[config.mk]
export PLATFORM = sky130hd
export DESIGN_NAME = k_in_a_row_ctrl
export DESIGN_NICKNAME = d
export VERILOG_FILES = /design/src/rtl/k_in_a_row_ctrl.sv
export SDC_FILE = /design/constraint.sdc
export NUM_CORES = 1
export LEC_CHECK = 0
export CORE_MARGIN = 1
export CORE_UTILIZATION = 53
export DETAILED_ROUTE_END_ITERATION = 10
export MAX_ROUTING_LAYER = met4
export PLACE_DENSITY = 0.84
export SETUP_SLACK_MARGIN = 0.05
export SYNTH_ARGS = -nofsm -noshare
export SYNTH_HDL_FRONTEND = slang
export SYNTH_SLANG_ARGS = --single-unit
[constraint.sdc]
create_clock -name clk -period 3.7 [get_ports clk]
set_input_delay 0.37 -clock clk [delete_from_list [all_inputs] [get_ports clk]]
set_output_delay 0.37 -clock clk [all_outputs]
set_load 0.02 [all_outputs]
[src/rtl/k_in_a_row_ctrl.sv]
// k_in_a_row_ctrl: two-player K-in-a-row game controller on an N x N board.
// Moves are validated and written in one cycle, then a single CHECK cycle
// scans every line of K cells for the mover's code. The outcome is a win,
// a draw, or a hand-over of the turn to the other player.
//
// Handshake: move_req is a strobe sampled on every rising edge (there is no
// ready). Each sampled move_req gets exactly one response pulse one cycle
// later: move_ack if the move was applied, or move_err if it was rejected.
// The exception is a cycle that also has new_game or reset; such a move gets
// no response at all.
module k_in_a_row_ctrl #(
    parameter int N        = 3,
    parameter int K        = 3,
    parameter int P1_FIRST = 1,
    localparam int PW      = $clog2(N*N),
    localparam int CW      = $clog2(N*N+1)
) (
    input  logic              clk,
    input  logic              reset,
    input  logic              new_game,
    input  logic              move_req,
    input  logic              move_player,
    input  logic [PW-1:0]     move_pos,
    output logic              move_ack,
    output logic              move_err,
    output logic [2*N*N-1:0]  board,
    output logic [2:0]        led_p1,
    output logic [2:0]        led_p2,
    output logic              busy,
    output logic [2:0]        state_dbg,
    output logic [CW-1:0]     move_cnt
);

    localparam int CELLS = N*N;

    typedef enum logic [2:0] {
        TURN_P1 = 3'd0,
        TURN_P2 = 3'd1,
        CHECK   = 3'd2,
        WIN_P1  = 3'd3,
        WIN_P2  = 3'd4,
        DRAW    = 3'd5
    } state_t;

    localparam state_t FIRST = (P1_FIRST != 0) ? TURN_P1 : TURN_P2;

    state_t              state_q, state_d;
    logic [2*N*N-1:0]    board_q, board_d;
    logic [CW-1:0]       cnt_q, cnt_d;
    logic                mover_q, mover_d;   // 0 = player 1 made the last move
    logic                ack_q, ack_d;
    logic                err_q, err_d;
    logic [2:0]          led1_q, led2_q;
    logic                busy_q;

    logic                cell_empty;
    logic                accept;
    logic [1:0]          mover_code;
    logic [1:0]          req_code;
    logic                win;
    logic                line_ok;

    // Status LEDs for one player: bit0 = its turn, bit1 = it won, bit2 = draw.
    function automatic logic [2:0] led_of(input state_t s, input logic p2);
        logic [2:0] l;
        l[0] = p2 ? (s == TURN_P2) : (s == TURN_P1);
        l[1] = p2 ? (s == WIN_P2)  : (s == WIN_P1);
        l[2] = (s == DRAW);
        return l;
    endfunction

    assign mover_code = mover_q     ? 2'b10 : 2'b01;
    assign req_code   = move_player ? 2'b10 : 2'b01;

    // Occupancy of the requested cell; out-of-range indices read as not empty.
    always_comb begin
        cell_empty = 1'b0;
        for (int i = 0; i < CELLS; i++) begin
            if (int'(move_pos) == i) cell_empty = (board_q[2*i +: 2] == 2'b00);
        end
    end

    assign accept = move_req && cell_empty &&
                    (((state_q == TURN_P1) && !move_player) ||
                     ((state_q == TURN_P2) &&  move_player));

    // Scan every K-long horizontal, vertical, diagonal and anti-diagonal run.
    // The loop bounds keep every run inside one row/column, so nothing wraps.
    always_comb begin
        win     = 1'b0;
        line_ok = 1'b0;
        for (int r = 0; r < N; r++) begin
            for (int c = 0; c <= N-K; c++) begin
                line_ok = 1'b1;
                for (int k = 0; k < K; k++)
                    if (board_q[2*(r*N + c + k) +: 2] != mover_code) line_ok = 1'b0;
                if (line_ok) win = 1'b1;
            end
        end
        for (int r = 0; r <= N-K; r++) begin
            for (int c = 0; c < N; c++) begin
                line_ok = 1'b1;
                for (int k = 0; k < K; k++)
                    if (board_q[2*((r + k)*N + c) +: 2] != mover_code) line_ok = 1'b0;
                if (line_ok) win = 1'b1;
            end
        end
        for (int r = 0; r <= N-K; r++) begin
            for (int c = 0; c <= N-K; c++) begin
                line_ok = 1'b1;
                for (int k = 0; k < K; k++)
                    if (board_q[2*((r + k)*N + c + k) +: 2] != mover_code) line_ok = 1'b0;
                if (line_ok) win = 1'b1;
            end
        end
        for (int r = 0; r <= N-K; r++) begin
            for (int c = K-1; c < N; c++) begin
                line_ok = 1'b1;
                for (int k = 0; k < K; k++)
                    if (board_q[2*((r + k)*N + c - k) +: 2] != mover_code) line_ok = 1'b0;
                if (line_ok) win = 1'b1;
            end
        end
    end

    // Next-state logic: new_game dominates, then the per-state move handling.
    always_comb begin
        state_d = state_q;
        board_d = board_q;
        cnt_d   = cnt_q;
        mover_d = mover_q;
        ack_d   = 1'b0;
        err_d   = 1'b0;
        if (new_game) begin
            board_d = '0;
            cnt_d   = '0;
            state_d = FIRST;
        end else begin
            case (state_q)
                TURN_P1, TURN_P2: begin
                    if (accept) begin
                        for (int i = 0; i < CELLS; i++)
                            if (int'(move_pos) == i) board_d[2*i +: 2] = req_code;
                        cnt_d   = cnt_q + CW'(1);
                        mover_d = move_player;
                        ack_d   = 1'b1;
                        state_d = CHECK;
                    end else if (move_req) begin
                        err_d = 1'b1;
                    end
                end
                CHECK: begin
                    err_d = move_req;
                    if (win)                        state_d = mover_q ? WIN_P2 : WIN_P1;
                    else if (cnt_q == CW'(CELLS))   state_d = DRAW;
                    else                            state_d = mover_q ? TURN_P1 : TURN_P2;
                end
                default: begin
                    err_d = move_req;
                end
            endcase
        end
    end

    // State and registered outputs; reset overrides everything, mid-CHECK too.
    always_ff @(posedge clk) begin
        if (reset) begin
            state_q <= FIRST;
            board_q <= '0;
            cnt_q   <= '0;
            mover_q <= 1'b0;
            ack_q   <= 1'b0;
            err_q   <= 1'b0;
            led1_q  <= led_of(FIRST, 1'b0);
            led2_q  <= led_of(FIRST, 1'b1);
            busy_q  <= 1'b0;
        end else begin
            state_q <= state_d;
            board_q <= board_d;
            cnt_q   <= cnt_d;
            mover_q <= mover_d;
            ack_q   <= ack_d;
            err_q   <= err_d;
            led1_q  <= led_of(state_d, 1'b0);
            led2_q  <= led_of(state_d, 1'b1);
            busy_q  <= (state_d == CHECK);
        end
    end

    assign move_ack  = ack_q;
    assign move_err  = err_q;
    assign board     = board_q;
    assign led_p1    = led1_q;
    assign led_p2    = led2_q;
    assign busy      = busy_q;
    assign state_dbg = state_q;
    assign move_cnt  = cnt_q;

endmodule

==> run metrics, run 1 <==
arrival time of data at the critical path endpoint=2.96 ns; Residual DRC=0; sequential group share of total power=0.568; wire length of the first global-routing pass=7090 µm; net switching power figure=168 µW; fraction of layout instances using a drive strength above 1=0.0810; number of I/O pins=43; final critical path time including I/O delays and setup=2.71 ns; number of global-route vias before repair=1583; Power Dens Cells=284 nW/µm²; clock slew seen by the registers of the worst setup and hold paths=0.11 ns; category of the worst setup path capture point=register; standby leakage power=0.000751 µW; Die Span Y=60.9 µm; routed vias=1770; switching power share of the total=0.257; Avg Synthesized Cell Area=8.76 µm²; Clk Latency, worst-skew pair=0.34 ns; Final Max Slew Viols=0; setup slack of the most critical reg-to-reg path=1.08 ns; Congestion Overflow GR=0; Final Wtd Congestion=0.898; area growth from synthesis to final layout=25.6%; cell row count=21; async set-reset flop share out of synthesis=0; critical path class=in -> reg; startpoint of the worst register-to-register path=mover_q; fmax=369 MHz; largest voltage drop on the vdd net=0.000190 V; startpoint of the most critical hold path=move_cnt[3]; combined area of all synthesized cells=1840 µm²; Net count, final=257; core area=3340 µm²; data required time at the worst endpoint=3.95 ns; syn nets=221; transition at the pin with the smallest max-transition slack=0.785 ns; fin crit share=0.731; number of max-capacitance violations reported=0; half-perimeter wire length of the detailed placement result=3110 µm; Sum Neg Setup Slack=0 ns; CTS tree=done; worst slack at placement=0.667 ns; Post-synth EDFFs=0; count of nets left with antenna violations after detail routing=0; die area=3710 µm²; smallest setup slack after layout=0.994 ns; clock buffer depth=2; CTS root buffer=clkbuf_4; Cells after Synth=210; outcome=completed; Max transition margin=0.470; largest fanout on the critical path=34; clock share of power=0.331; Critical Path Source Type=input port; total wire length=4400 µm; cts bufs inserted=5; first-pass iteration count of the detailed router=4; overall global routing resource usage=0.267; average wire per standard cell=15.0 µm; # Post-CTS Setup Buffers=0; sequential element share of the synthesized area=0.370; dominant synthesized flop cell=dfxtp_1; CTS Hold Buffers Added=0; maximum number of pins on one net before global-route repair=35; 1st-iter DRT viols=139; worst setup skew after layout=0.0117 ns; clock net sink count=34; Initial Util=0.551; die outline width=60.9 µm; CTS H-tree depth=2; Resized Gates After CTS=0; number of library cell types mapped by synthesis=52; antenna cells=0; number of buffers added on ports=42; final setup violation count=0; startpoint of the most critical setup path=move_pos[1]; post-synthesis register bit count=34; share of power burned in combinational logic=0.101; Via-to-Cell Ratio=6.04; internal power=487 µW; Hold Violations, Final=0; Synthesis Warnings=0; initial antenna violation count=0; unrepaired setup endpoints after global routing=false; PnR Total Power=655 µW; min-delay worst type=reg -> reg
-- path summary, 6_finish.rpt --
kind	endpoint	depth (start not counted)
worst max-delay path	led_p2[0]	8
worst min-delay path	move_cnt[3]	2
worst max register to register	led_p2[0]	6
worst min register to register	move_cnt[3]	2
-- per-layer routing --
layer / routed length (µm) / vias up / global-route usage
met5: 0 / - / -
met4: 39 / 0 / 0.0942
met3: 220 / 4 / 0.0618
met2: 2020 / 57 / 0.400
met1: 2120 / 851 / 0.351
li1: - / 858 / -
-- critical path, stage by stage --
cell and delay (ns):
clkdlybuf4s50_1 0.58, or4b_4 0.63, o2111a_1 0.28, and2_1 0.15, a22oi_2 0.13, buf_4 0.34
a21oi_1 0.20, a211oi_1 0.27
-- kinds of logic (layout without fill, tap and decap cells) --
group                      Yosys count  in the layout  share of synthesized area
xor gates and xnor gates             2              2                    0.00953
DFF                                 34             34                      0.370
adders and majority gates            2              2                     0.0136
and+or+nand+nor                     87             87                      0.290
muxes                                1              1                    0.00544
AOI/OAI and AO/OA                   63             63                      0.254
buffers and inverters               21             58                     0.0571
-- sequential cells by signal, summed over array words and instances (netlist names) --
| signal | flops |
|---|---|
| led_p1 | 3 |
| led_p2 | 2 |
| move_cnt | 4 |
| busy | 1 |
| state_dbg | 3 |
| mover_q | 1 |
| move_err | 1 |
| board | 18 |
| move_ack | 1 |
-- Yosys cell counts (3+ instances only) --
library cell / n / area, µm²
a22oi_1: 4 / 30.0
a211oi_1: 4 / 30.0
nand3b_1: 3 / 22.5
or2_2: 3 / 18.8
o21a_1: 20 / 150
or3_1: 4 / 25.0
nor2_1: 17 / 63.8
nor2b_1: 10 / 62.6
nand2b_1: 4 / 25.0
a21oi_1: 9 / 45.0
nor3b_1: 5 / 37.5
dfxtp_1: 34 / 681
buf_2: 3 / 15.0
clkbuf_1: 7 / 26.3
nor4_1: 17 / 106
nand2_1: 5 / 18.8
inv_1: 5 / 18.8
o21ai_0: 6 / 30.0
nor4b_1: 3 / 26.3
-- cell usage in the layout (no fill, tap or decap), types with 2 or more instances in the layout --
cell and count:
nand4b_1 2, or2_2 3, and2_1 2, nand2_1 5, ha_1 2, a221oi_1 2
a22oi_1 4, o21a_1 20, nor4_1 17, nor4b_1 3, nand3_1 2, nor3b_1 5
a32oi_1 2, o21bai_1 2, clkdlybuf4s50_1 42, inv_1 5, dfxtp_1 34, clkbuf_4 5
nor3_1 2, a21oi_1 9, or3_1 4, and3_1 2, nor2b_1 10, nand3b_1 3
a211oi_1 4, o21ai_0 6, buf_4 2, a22oi_2 2, and3b_4 2, nand2b_1 4
a31oi_1 2, nor2_1 17
-- per-stage QoR --
step	utilization	std cells	area (µm²)	hold slack (ns)
after global routing	0.692	293	2310	0.564
final	0.692	293	2310	0.510
after detailed placement	0.674	285	2250	0.502
after global placement	0.674	285	2250	0.489
after floorplan	-	210	1840	0.439
after CTS	0.692	293	2310	0.519
-- power by group through the flow --
stage | Clock (µW) | Sequential (µW) | Combinational (µW)
2_1_floorplan | 0 | 382 | 40.3
3_3_place_gp | 0 | 380 | 63.8
3_5_place_dp | 0 | 380 | 64.7
4_1_cts | 222 | 372 | 65.2
5_1_grt | 237 | 373 | 72.4
6_report | 217 | 372 | 66.1
-- area by class of cell --
cell class	count	area (µm²)
clock buffers	7	55.1
flip-flops and latches	34	681
fillers	278	1030
clock inverters	1	5.00
repair buffers	44	435
inverters	6	22.5
multi-input cells	155	1050
well taps	46	57.6
(Power assumes the default switching activity.)
==> run 2: changes to the inputs <==
--- a/config.mk
+++ b/config.mk
@@ -6,10 +6,10 @@
 export NUM_CORES = 1
 export LEC_CHECK = 0
 export CORE_MARGIN = 1
-export CORE_UTILIZATION = 53
+export CORE_UTILIZATION = 45
 export DETAILED_ROUTE_END_ITERATION = 10
 export MAX_ROUTING_LAYER = met4
-export PLACE_DENSITY = 0.84
+export PLACE_DENSITY = 0.76
 export SETUP_SLACK_MARGIN = 0.05
 export SYNTH_ARGS = -nofsm -noshare
 export SYNTH_HDL_FRONTEND = slang
==> constraint.sdc (replaced) <==
create_clock -name clk -period 2.4 [get_ports clk]
set_input_delay 0.24 -clock clk [delete_from_list [all_inputs] [get_ports clk]]
set_output_delay 0.24 -clock clk [all_outputs]
set_load 0.02 [all_outputs]
==> run metrics, run 2 (synthesized netlist as in run 1, its figures left out) <==
outcome=completed; number of max-capacitance violations reported=0; cell row count=22; worst reg2reg path endpoint=led_p2[0]; max FFs per register=18; CTS tree=done; core area=3800 µm²; standby leakage power=0.000829 µW; routed vias=1804; smallest setup slack after layout=0.118 ns; die area=4350 µm²; 1st-iter DRT viols=155; Net count, final=269; worst setup skew after layout=0.00739 ns; Final Max Slew Viols=0; CTS Hold Buffers Added=0; Max transition margin=0.544; half-perimeter wire length of the detailed placement result=3440 µm; Power Dens Cells=462 nW/µm²; clock slew seen by the registers of the worst setup and hold paths=0.06 ns; die outline width=65.9 µm; startpoint of the most critical setup path=move_pos[3]; average wire per standard cell=15.7 µm; setup slack of the most critical reg-to-reg path=0.20 ns; largest voltage drop on the vdd net=0.000297 V; largest delay contributor family on the critical path=compound AO/OA/AOI/OAI gates; combined flip-flop and latch cell area=683 µm²; CTS root buffer=clkbuf_8; CTS H-tree depth=2; Die Span Y=65.9 µm; critical path class=in -> reg; clock net sink count=34; cells along the critical path=clkdlybuf4s50_1 -> or4b_4 -> o2111a_1 -> and2_1 -> a22oi_2 -> buf_4 -> nor4_1 -> o21a_1; number of global-route vias before repair=1589; Final Wtd Congestion=0.896; Hold Violations, Final=0; startpoint of the worst register-to-register path=board[13]; fraction of layout instances using a drive strength above 1=0.147; PnR Total Power=1140 µW; area used by multi-input combinational logic=1080 µm²; Residual DRC=0; min-delay worst type=reg -> reg; Congestion Overflow GR=0; overall global routing resource usage=0.242; fin crit share=0.951; count of nets left with antenna violations after detail routing=0; CP endpoint=board[15]; transition at the pin with the smallest max-transition slack=0.675 ns; Initial Util=0.484; Worst Path Buf+Inv=2; reg2reg path depth=6; initial antenna violation count=0; peak per-stage delay on the critical path=0.51 ns; wire length of the first global-routing pass=7620 µm; clock buffer depth=2; data required time at the worst endpoint=2.58 ns; total wire length=4820 µm; maximum number of pins on one net before global-route repair=21; area growth from synthesis to final layout=33.9%; Worst path slowest cell=clkdlybuf4s50_1; startpoint of the most critical hold path=move_cnt[3]; final critical path time including I/O delays and setup=2.28 ns; largest fanout on the critical path=8; unrepaired setup endpoints after global routing=true; number of I/O pins=43; cell count along the critical path=8; category of the worst setup path capture point=register; worst slack at placement=-0.302 ns; cts bufs inserted=5; final setup violation count=0; depth of the worst hold-timing path=2; most common library cell in the layout ignoring fill and taps=clkdlybuf4s50_1; number of buffers added on ports=42; fmax=438 MHz; Critical Path Source Type=input port; arrival time of data at the critical path endpoint=2.47 ns; first-pass iteration count of the detailed router=4; commonest cells after routing, fill and taps aside=42 x clkdlybuf4s50_1, 32 x dfxtp_1, 20 x o21a_1; Via-to-Cell Ratio=5.88; final core area utilization=0.649; Layout fillers=327; Clk Latency, worst-skew pair=0.30 ns; antenna cells=0
-- run 2: cell types whose count changed in the layout (fill, tap and decap cells not counted), sizes merged --
cell and delta:
buf +11, a22oi +1, clkinvlp +1, clkbuf -1
-- run 2: metrics by stage --
step                      cell area, µm²  hold slack (ns)  TNS (ns)  std cells
after floorplan                     1840            0.309         0        210
after global placement              2330            0.492     -3.92        297
after detailed placement            2330            0.506     -5.80        297
after CTS                           2430            0.515         0        305
after global routing                2460            0.542         0        307
final                               2460            0.506         0        307
-- run 2: worst min-delay path, cell delays in order, from the launching register on --
cell and delay, ns:
dfxtp_1 0.33, o21ai_0 0.08, a21oi_1 0.06
-- run 2: worst min-delay path by stage --
stage,endpoint,slack (ns)
floorplan,mover_q,0.31
global placement,move_cnt[3],0.49
detailed placement,move_cnt[3],0.51
CTS,move_cnt[3],0.52
global route,mover_q,0.54
finish,move_cnt[3],0.51
-- run 2: per-layer routing --
metal	global-route usage	vias to the layer above	routed length [µm]
li1	-	887	-
met1	0.326	850	2280
met2	0.343	56	2140
met3	0.0603	11	302
met4	0.0957	0	99
met5	-	-	0
-- run 2: final cells by class --
type | instances | area share
clock buffer | 6 | 0.0335
clock inverter | 2 | 0.00508
inverter | 6 | 0.00914
multi-input combinational | 156 | 0.439
sequential | 34 | 0.277
tap | 48 | 0.0244
timing repair buffer | 55 | 0.212
-- run 2: timing repair --
action	4_1_cts	5_1_grt
endpoints found under the setup margin	3	27
setup buffers	0	0
cloned	0	2
hold endpoints to repair	0	0
pin swaps	0	1
gates resized for setup	2	7
-- run 2: report_power, final --
part           total, µW  internal (µW)  switching, µW
clock                447            230            216
combinational        119           51.2           68.0
sequential           573            568           4.45
==> run 3: changes to the inputs <==
--- a/config.mk
+++ b/config.mk
@@ -10,7 +10,6 @@
 export DETAILED_ROUTE_END_ITERATION = 10
 export MAX_ROUTING_LAYER = met4
 export PLACE_DENSITY = 0.76
-export SETUP_SLACK_MARGIN = 0.05
 export SYNTH_ARGS = -nofsm -noshare
 export SYNTH_HDL_FRONTEND = slang
 export SYNTH_SLANG_ARGS = --single-unit
==> run metrics, run 3 (synthesized netlist as in run 1, its figures left out) <==
outcome=completed; clock buffer depth=2; commonest cells after routing, fill and taps aside=42 x clkdlybuf4s50_1, 33 x dfxtp_1, 20 x o21a_1; Max transition margin=0.541; die area=4350 µm²; category of the worst setup path capture point=register; Power Dens Cells=465 nW/µm²; clock slew seen by the registers of the worst setup and hold paths=0.07 ns; cts bufs inserted=5; number of I/O pins=43; 1st-iter DRT viols=155; Residual DRC=0; number of max-capacitance violations reported=0; core area=3800 µm²; Hold Violations, Final=0; maximum number of pins on one net before global-route repair=21; average wire per standard cell=15.7 µm; clock net sink count=34; fmax=433 MHz; total wire length=4810 µm; Sum Neg Setup Slack=0 ns; critical path class=in -> reg; CTS root buffer=clkbuf_8; wire length of the first global-routing pass=7620 µm; standby leakage power=0.000823 µW; # Post-CTS Setup Buffers=0; largest delay contributor family on the critical path=buffers and inverters; Clk Latency, worst-skew pair=0.30 ns; final cell count without fillers=307; count of nets left with antenna violations after detail routing=0; CTS tree=done; final setup violation count=0; Initial Util=0.484; worst setup skew after layout=0.00789 ns; Final Max Slew Viols=0; Die Span Y=65.9 µm; min-delay worst type=reg -> reg; unrepaired setup endpoints after global routing=false; fin crit share=0.963; cells along the critical path=clkdlybuf4s50_1 -> or4b_4 -> o2111a_1 -> and2_1 -> a22oi_2 -> clkbuf_4 -> nor4_1 -> o21a_1; largest fanout on the critical path=10; arrival time of data at the critical path endpoint=2.51 ns; Worst Path Buf+Inv=2; number of placed instances with taps included=297; most common library cell in the layout ignoring fill and taps=clkdlybuf4s50_1; CTS H-tree depth=2; data required time at the worst endpoint=2.59 ns; Congestion Overflow GR=0; initial antenna violation count=0; first-pass iteration count of the detailed router=4; transition at the pin with the smallest max-transition slack=0.680 ns; number of buffers added on ports=42; Worst path slowest cell=clkdlybuf4s50_1; area growth from synthesis to final layout=33.1%; max FFs per register=18; half-perimeter wire length of the detailed placement result=3440 µm; final critical path time including I/O delays and setup=2.31 ns; Via-to-Cell Ratio=5.91; die outline width=65.9 µm; peak per-stage delay on the critical path=0.51 ns; overall global routing resource usage=0.242; Net count, final=269; antenna cells=0; cell row count=22; routed vias=1815; largest voltage drop on the vdd net=0.000297 V; fraction of layout instances using a drive strength above 1=0.131; Critical Path Source Type=input port; number of global-route vias before repair=1589; Final Wtd Congestion=0.896
[run 3: final timing paths]
path                                  start           to  slack (ns)  cells past startpoint
worst max-delay path            move_pos[3]     board[2]        0.09                      8
worst min-delay path            move_cnt[3]  move_cnt[3]        0.51                      2
worst max register to register    board[12]    led_p2[0]        0.10                      6
worst min register to register  move_cnt[3]  move_cnt[3]        0.51                      2
[run 3: final cells by class]
class,instances,area (µm²)
Inverter,6,22.5
Clock inverter,2,12.5
Tap cell,48,60.1
Sequential cell,34,682
Fill cell,329,1350
Clock buffer,6,82.6
Multi-Input combinational cell,156,1070
Timing Repair Buffer,55,522
[run 3: worst min-delay path, stage by stage (launching register included)]
cell	delay [ns]
dfxtp_1	0.33
o21ai_0	0.08
a21oi_1	0.06
[run 3: timing repair]
item	4_1_cts	5_1_grt
gates resized for setup	1	3
gates cloned	0	2
hold buffers	0	0
pin swaps	0	1
setup endpoints to repair	1	12
[run 3: through the flow]
| stage | setup slack [ns] | power [µW] | instance area, µm² | util | hold WS (ns) |
|---|---|---|---|---|---|
| after detailed placement | -0.302 | 698 | 2330 | 0.613 | 0.506 |
| after floorplan | 0.160 | 651 | 1840 | - | 0.309 |
| after global routing | 0.000798 | 1180 | 2450 | 0.644 | 0.542 |
| after global placement | -0.199 | 697 | 2330 | 0.613 | 0.492 |
| after CTS | 0.0219 | 1140 | 2430 | 0.639 | 0.515 |
| final | 0.0895 | 1140 | 2450 | 0.644 | 0.506 |
[run 3: report_power, final]
group | internal [µW] | switching (µW)
Clock | 230 | 216
Sequential | 568 | 4.48
Combinational | 51.1 | 67.9
Total | 850 | 288
[run 3: layer usage]
| metal | track usage | wire, µm |
|---|---|---|
| met1 | 0.326 | 2280 |
| met2 | 0.343 | 2160 |
| met3 | 0.0603 | 286 |
| met4 | 0.0957 | 87 |
| met5 | - | 0 |
